File: src/rtl/greater_than_pkg.sv
// Shared types and helpers for the greater_than magnitude comparator.
// The top-level build option is GREATER_THAN_SIGNED_EN (two's-complement compare).
package greater_than_pkg;

  localparam int GT_WIDTH_MIN = 1;
  localparam int GT_WIDTH_MAX = 32;

  typedef enum logic [1:0] {
    CMP_LT = 2'd0,
    CMP_EQ = 2'd1,
    CMP_GT = 2'd2
  } cmp_res_t;

  // The more significant half decides unless it is equal.
  function automatic cmp_res_t cmp_merge(input cmp_res_t hi, input cmp_res_t lo);
    return (hi == CMP_EQ) ? lo : hi;
  endfunction

endpackage

File: src/rtl/greater_than_cmp_slice.sv
// Two-bit unsigned compare, the leaf of the greater_than reduction tree.
module cmp_slice
  import greater_than_pkg::*;
(
  input  logic [1:0] a,
  input  logic [1:0] b,
  output cmp_res_t   res
);

  always_comb begin
    res = CMP_EQ;
    if (a > b) begin
      res = CMP_GT;
    end else if (a < b) begin
      res = CMP_LT;
    end
  end

endmodule

File: src/rtl/greater_than.sv
// Registered A-vs-B compare built as a log-depth tree of 2-bit slices.
// Define GREATER_THAN_SIGNED_EN to compare A and B as two's-complement values.
module greater_than
  import greater_than_pkg::*;
#(
  parameter int WIDTH = 2
) (
  input  logic             clk,
  input  logic             rst_n,
  input  logic             in_valid,
  input  logic [WIDTH-1:0] A,
  input  logic [WIDTH-1:0] B,
  output logic             out_valid,
  output logic             F,
  output logic             EQ,
  output logic             LT
);

  localparam int NS = (WIDTH + 1) / 2;
  localparam int EW = 2 * NS;
  localparam int NL = (NS <= 1) ? 1 : (1 << $clog2(NS));
  localparam int LV = $clog2(NL);

  logic [EW-1:0] w_a_ext;
  logic [EW-1:0] w_b_ext;
  cmp_res_t      w_root;

  logic r_valid;
  logic r_f;
  logic r_eq;
  logic r_lt;

  always_comb begin
`ifdef GREATER_THAN_SIGNED_EN
    w_a_ext = EW'($signed(A));
    w_b_ext = EW'($signed(B));
    // Flipping the sign bit maps two's-complement order onto unsigned order.
    w_a_ext[EW-1] = ~w_a_ext[EW-1];
    w_b_ext[EW-1] = ~w_b_ext[EW-1];
`else
    w_a_ext = EW'(A);
    w_b_ext = EW'(B);
`endif
  end

  genvar gi, gj;
  generate
    for (gi = 0; gi <= LV; gi++) begin : g_lvl
      localparam int N = NL >> gi;
      cmp_res_t w_res [N];
      if (gi == 0) begin : g_leaf
        // Index 0 is the most significant slice; padding leaves sit at the low end.
        for (gj = 0; gj < NL; gj++) begin : g_slice
          if (gj < NS) begin : g_real
            cmp_slice u_slice (
              .a   (w_a_ext[2*(NS-1-gj) +: 2]),
              .b   (w_b_ext[2*(NS-1-gj) +: 2]),
              .res (w_res[gj])
            );
          end else begin : g_pad
            assign w_res[gj] = CMP_EQ;
          end
        end
      end else begin : g_merge
        for (gj = 0; gj < N; gj++) begin : g_node
          assign w_res[gj] = cmp_merge(g_lvl[gi-1].w_res[2*gj], g_lvl[gi-1].w_res[2*gj+1]);
        end
      end
    end
  endgenerate

  assign w_root = g_lvl[LV].w_res[0];

  always_ff @(posedge clk or negedge rst_n) begin
    if (!rst_n) begin
      r_valid <= 1'b0;
      r_f     <= 1'b0;
      r_eq    <= 1'b0;
      r_lt    <= 1'b0;
    end else begin
      r_valid <= in_valid;
      if (in_valid) begin
        r_f  <= (w_root == CMP_GT);
        r_eq <= (w_root == CMP_EQ);
        r_lt <= (w_root == CMP_LT);
      end
    end
  end

  assign out_valid = r_valid;
  assign F         = r_f;
  assign EQ        = r_eq;
  assign LT        = r_lt;

endmodule

File: config.mk
export PLATFORM = sky130hd
export DESIGN_NAME = greater_than
export DESIGN_NICKNAME = d
export VERILOG_FILES = /design/src/rtl/greater_than_pkg.sv /design/src/rtl/greater_than_cmp_slice.sv /design/src/rtl/greater_than.sv
export SDC_FILE = /design/constraint.sdc
export NUM_CORES = 1
export LEC_CHECK = 0
export ABC_CLOCK_PERIOD_IN_PS = 890
export BUFFER_PORTS_ARGS = -buffer_cell sky130_fd_sc_hd__buf_2
export CAP_MARGIN = 20
export CORE_AREA = 3 3 40 42
export CTS_BUF_LIST = sky130_fd_sc_hd__clkbuf_16
export CTS_CLUSTER_DIAMETER = 40
export DETAILED_ROUTE_END_ITERATION = 7
export DIE_AREA = 0 0 43 45
export GPL_TIMING_DRIVEN = 1
export PLACE_DENSITY = 0.35
export SLEW_MARGIN = 25
export SYNTH_ARGS = -nofsm -noshare
export SYNTH_HDL_FRONTEND = slang
export SYNTH_SLANG_ARGS = --single-unit
File: constraint.sdc
create_clock -name clk -period 0.89 [get_ports clk]
set_input_delay 0.178 -clock clk [delete_from_list [all_inputs] [get_ports clk]]
set_output_delay 0.178 -clock clk [all_outputs]
set_load 0.005 [all_outputs]
## Yosys cells after proc, flatten, opt, wreduce, memory -nomap -nowiden

Index checks and enable logic that the tools add are counted.

| operators by class | value |
|---|---|
| order comparisons | 2 |
| equal/unequal tests | 2 |
| mux-type cells | 2 |
| reductions and logical operators | 1 |

Operators by type and width:

| kind | number |
|---|---|
| 2-bit by 1-bit == test with 1-bit output (second input constant) | 1 |
| 2-bit == test (second input constant) | 1 |
| 2-bit > comparator | 1 |
| 2-bit zero test | 1 |
| 2-bit less-than comparator | 1 |
| 2-bit two-way mux | 1 |
| 1-bit two-way mux | 1 |

| storage, ports and cells | value |
|---|---|
| register bits | 4 |
| bits of input ports | 7 |
| output and inout bits | 4 |

## Longest topological paths before layout

| depth | value |
|---|---|
| word-level depth | 4 |
| mapped depth | 5 |
| depth with buffers taken out | 5 |

## By module

From an unflattened synthesis, not the netlist that was laid out.

| second synthesis, totals | value |
|---|---|
| cells, all modules | 21 |
| area, all modules | 210.2 µm² |

Modules (own cells, without submodules):

| module | instances | cells an instance | area each (µm²) |
|---|---|---|---|
| greater_than | 1 | 12 | 151.4 |
| cmp_slice | 1 | 9 | 58.8 |

## Worst setup path before layout

OpenSTA, ideal clock, no wires.

| timing | value |
|---|---|
| path type | input -> register |
| start point | in B[1] |
| end point | reg r_lt (netlist: LT) |
| setup time | 0.125 ns |
| data arrival time | 0.802 ns |
| data required time | 0.765 ns |
| slack | -0.037 ns |
| cell stages on the path | 4 |
| buffers on the path | 0 |
| cells stage by stage | inv_1 > ha_1 > a21oi_2 > mux2_4 |

| between the ends | value |
|---|---|
| word-level cells in the longest chain between the ends | 4 |

Ends and longest elaborated chain:

| item | RTL line | RTL |
|---|---|---|
| start, declared | greater_than.sv:12 | `input logic [WIDTH-1:0] B,` |
| 2-bit less-than comparator | greater_than_cmp_slice.sv:14 | `end else if (a < b) begin` |
| 1-bit two-way mux | greater_than_cmp_slice.sv:14 |  |
| 2-bit two-way mux (*) | greater_than_cmp_slice.sv:12 | `if (a > b) begin` |
| 2-bit zero test (*) | greater_than.sv:85 | `r_lt <= (w_root == CMP_LT);` |
| end signal, assigned | greater_than.sv:85 |  |
| end, declared | greater_than.sv:31 | `logic r_lt;` |

Mark *: on every way between the ends. The rest lies on a longest branch, timed or not.
A chain may end at the register's enable or synchronous reset.

## Worst setup path in the final report

| timing | value |
|---|---|
| start point | reg r_eq (netlist: EQ) |
| end point | out EQ |

RTL lines:

| item | RTL line | RTL |
|---|---|---|
| start, declared | greater_than.sv:30 | `logic r_eq;` |
| start signal, assigned | greater_than.sv:84 | `r_eq <= (w_root == CMP_EQ);` |
| end, declared | greater_than.sv:15 | `output logic EQ,` |

No word-level cell between the ends.

==> results.json <==
{
  "grt-ovfl-total": 0,
  "crit_type": "reg2out",
  "crit_chain": "buf_2",
  "core_area_mm2": 0.00128,
  "register_area_um2": 100,
  "grt_max_degree": 7,
  "yosysSeqAreaShare_pct": 51.3,
  "fmax_mhz": 1130,
  "r2r_start": "LT",
  "dieArea_mm2": 0.00194,
  "post-route-worst-setup-slack_ps": 2.64,
  "yosys_warnings": 0,
  "final_common_cell": "buf_2",
  "outcome": "complete, no violations",
  "hold_class": "in2reg",
  "vdd_drop_max_mv": 0.729,
  "placedInstanceArea_um2": 277,
  "cts_root_buffer": "clkbuf_16",
  "min_from": "in_valid",
  "cts_tree": "built",
  "skew_ps": 0,
  "end_kind": "primary output",
  "path_buf_inv": 1,
  "antenna_found_initial": 0,
  "total_power_mw": 1.04,
  "grt_pass1_vias": 199,
  "grt_pass1_wl_um": 765,
  "clock_latency_ps": 220,
  "cts_buffers": 3,
  "cts_resized": 0,
  "final_core_util_pct": 29.9,
  "n_antenna_cell": 0,
  "hpwlAfterDp_um": 334,
  "synth_cells": 18,
  "syn_nets": 27,
  "post-place-ws_ps": -102,
  "portBuffers": 10,
  "die_h_um": 45,
  "routed_via_density": 3.94,
  "cellPowerDensity_mw_per_mm2": 2710,
  "cts.clk_slew.worst_paths_ps": 30,
  "firstDrtPassIters": 4,
  "pin_count": 11,
  "rsz0062_at_grt": "true",
  "die-width_um": 43,
  "row_count": 13,
  "drv_cap": 0,
  "initial_core_util_pct": 15.2,
  "finalInstanceArea_um2": 384,
  "vias": 197,
  "htree_levels": 1,
  "slew_headroom_pct": 88.1,
  "cp_max_fo": 2,
  "cts.sinks": 4,
  "ys_seq_elements": 4,
  "fillers": 132,
  "crit_path_max_incr_delay_ps": 360,
  "finalSetupViolCount": 0,
  "drt_wl_total_um": 450,
  "multiInputGateArea_um2": 88.8,
  "route.detailed.drc": 0,
  "crit_family": "flip-flops",
  "start_kind": "flop",
  "syn_avg_cell_area_um2": 10.8,
  "syn-cell-area_um2": 195,
  "period_minus_slack_ps": 887,
  "crit_start": "EQ",
  "syn_to_final_growth_pct": 96.8,
  "drv_slew": 0,
  "drtIter0Drc": 3,
  "worst_pin_slew_ps": 178,
  "crit_path_top_delay_cell": "dfrtp_1",
  "cp_data_required_time_ps": 710,
  "cts_buffer_depth": 2,
  "finalHoldViolations": 0,
  "final_nets": 46,
  "grt_usage_pct": 6.34,
  "antenna_left": 0,
  "worstPathArrival_ps": 710,
  "synth_cell_types": 9,
  "wl_per_cell_um": 9.00,
  "layout_common_cells": "10 x buf_2, 4 x dfrtp_1, 4 x inv_1, 3 x clkbuf_16, 3 x buf_4",
  "finalCritPeriodShare_pct": 99.7,
  "gp_congestion": 0.562,
  "p_leak_nw": 0.199,
  "drive_above_1_share_pct": 57.1
}
-- registers in the layout (all words and copies together) (netlist names) --
| register | flops |
|---|---|
| EQ | 1 |
| F | 1 |
| LT | 1 |
| out_valid | 1 |
-- per-layer routing --
metal  wire length, µm  global-route usage, %  up-vias  part of all wire, %
met4                31                   12.7        0                  6.9
met5                 0                      0        -                    0
met2               158                   7.49       14                   35
li1                  -                      -       94                    -
met3                53                   1.59        4                   12
met1               206                   6.31       85                   46
-- power by group --
| group | internal (mW) | leakage (nW) | switching [mW] | total (mW) |
|---|---|---|---|---|
| Combinational | 0.0805 | 0.113 | 0.0519 | 0.132 |
| Clock | 0.573 | 0.0370 | 0.121 | 0.694 |
| Sequential | 0.204 | 0.0492 | 0.00844 | 0.213 |
-- cells in the mapped netlist (all sizes together) --
| library cell | count | area, µm² |
|---|---|---|
| inv | 5 | 18.8 |
| dfrtp | 4 | 100 |
| ha | 2 | 25.0 |
| nand2 | 2 | 7.51 |
| a21oi | 1 | 8.76 |
| mux2 | 1 | 15.0 |
| o2111ai | 1 | 8.76 |
| o21ai | 1 | 5.00 |
| o22ai | 1 | 6.26 |
-- path summary, 6_finish.rpt --
| path | to | slack (ps) | cells after the start |
|---|---|---|---|
| max | EQ | 3 | 1 |
| min | out_valid | 150 | 1 |
| max reg2reg | LT | 30 | 2 |
| min reg2reg | LT | 580 | 2 |
| max in group asynchronous | EQ | 480 | 2 |
| min in group asynchronous | F | 290 | 2 |
-- final cells by class --
type	instances	share of cell area, %
Timing Repair Buffer	14	21.5
Tap cell	15	4.89
Inverter	5	4.89
Multi-Input combinational cell	9	23.1
Sequential cell	4	26.1
Clock buffer	3	19.5
-- cell families (layout without fill, tap and decap cells) --
family	after synthesis	after routing	share of synthesized area [%]
buffers and inverters	5	22	9.62
AND/OR/NAND/NOR	2	2	3.85
multiplexers	1	1	7.69
adder cells (fa/ha/maj)	2	2	12.8
flip-flops	4	4	51.3
AO/OA/AOI/OAI	4	4	14.7
-- worst reg2reg max path, stage by stage, from the launching register on --
cell and delay (ps):
dfrtp_1 360, buf_4 130, mux2_4 250
-- what timing repair did --
| item | CTS | global route |
|---|---|---|
| setup endpoints to repair | 3 | 3 |
| buffers inserted | 3 | 0 |
| hold buffers | 1 | 0 |
| hold endpoints to repair | 4 | 0 |
-- through the flow --
stage,cells,hold slack (ps),setup TNS [ps]
finish,50,146,0
global route,50,155,-56.3
CTS,50,145,-0.954
detailed placement,43,-12.3,-179
global placement,43,-16.9,-142
floorplan,18,-118,0
No activity file was read; power rests on OpenSTA's default activity.
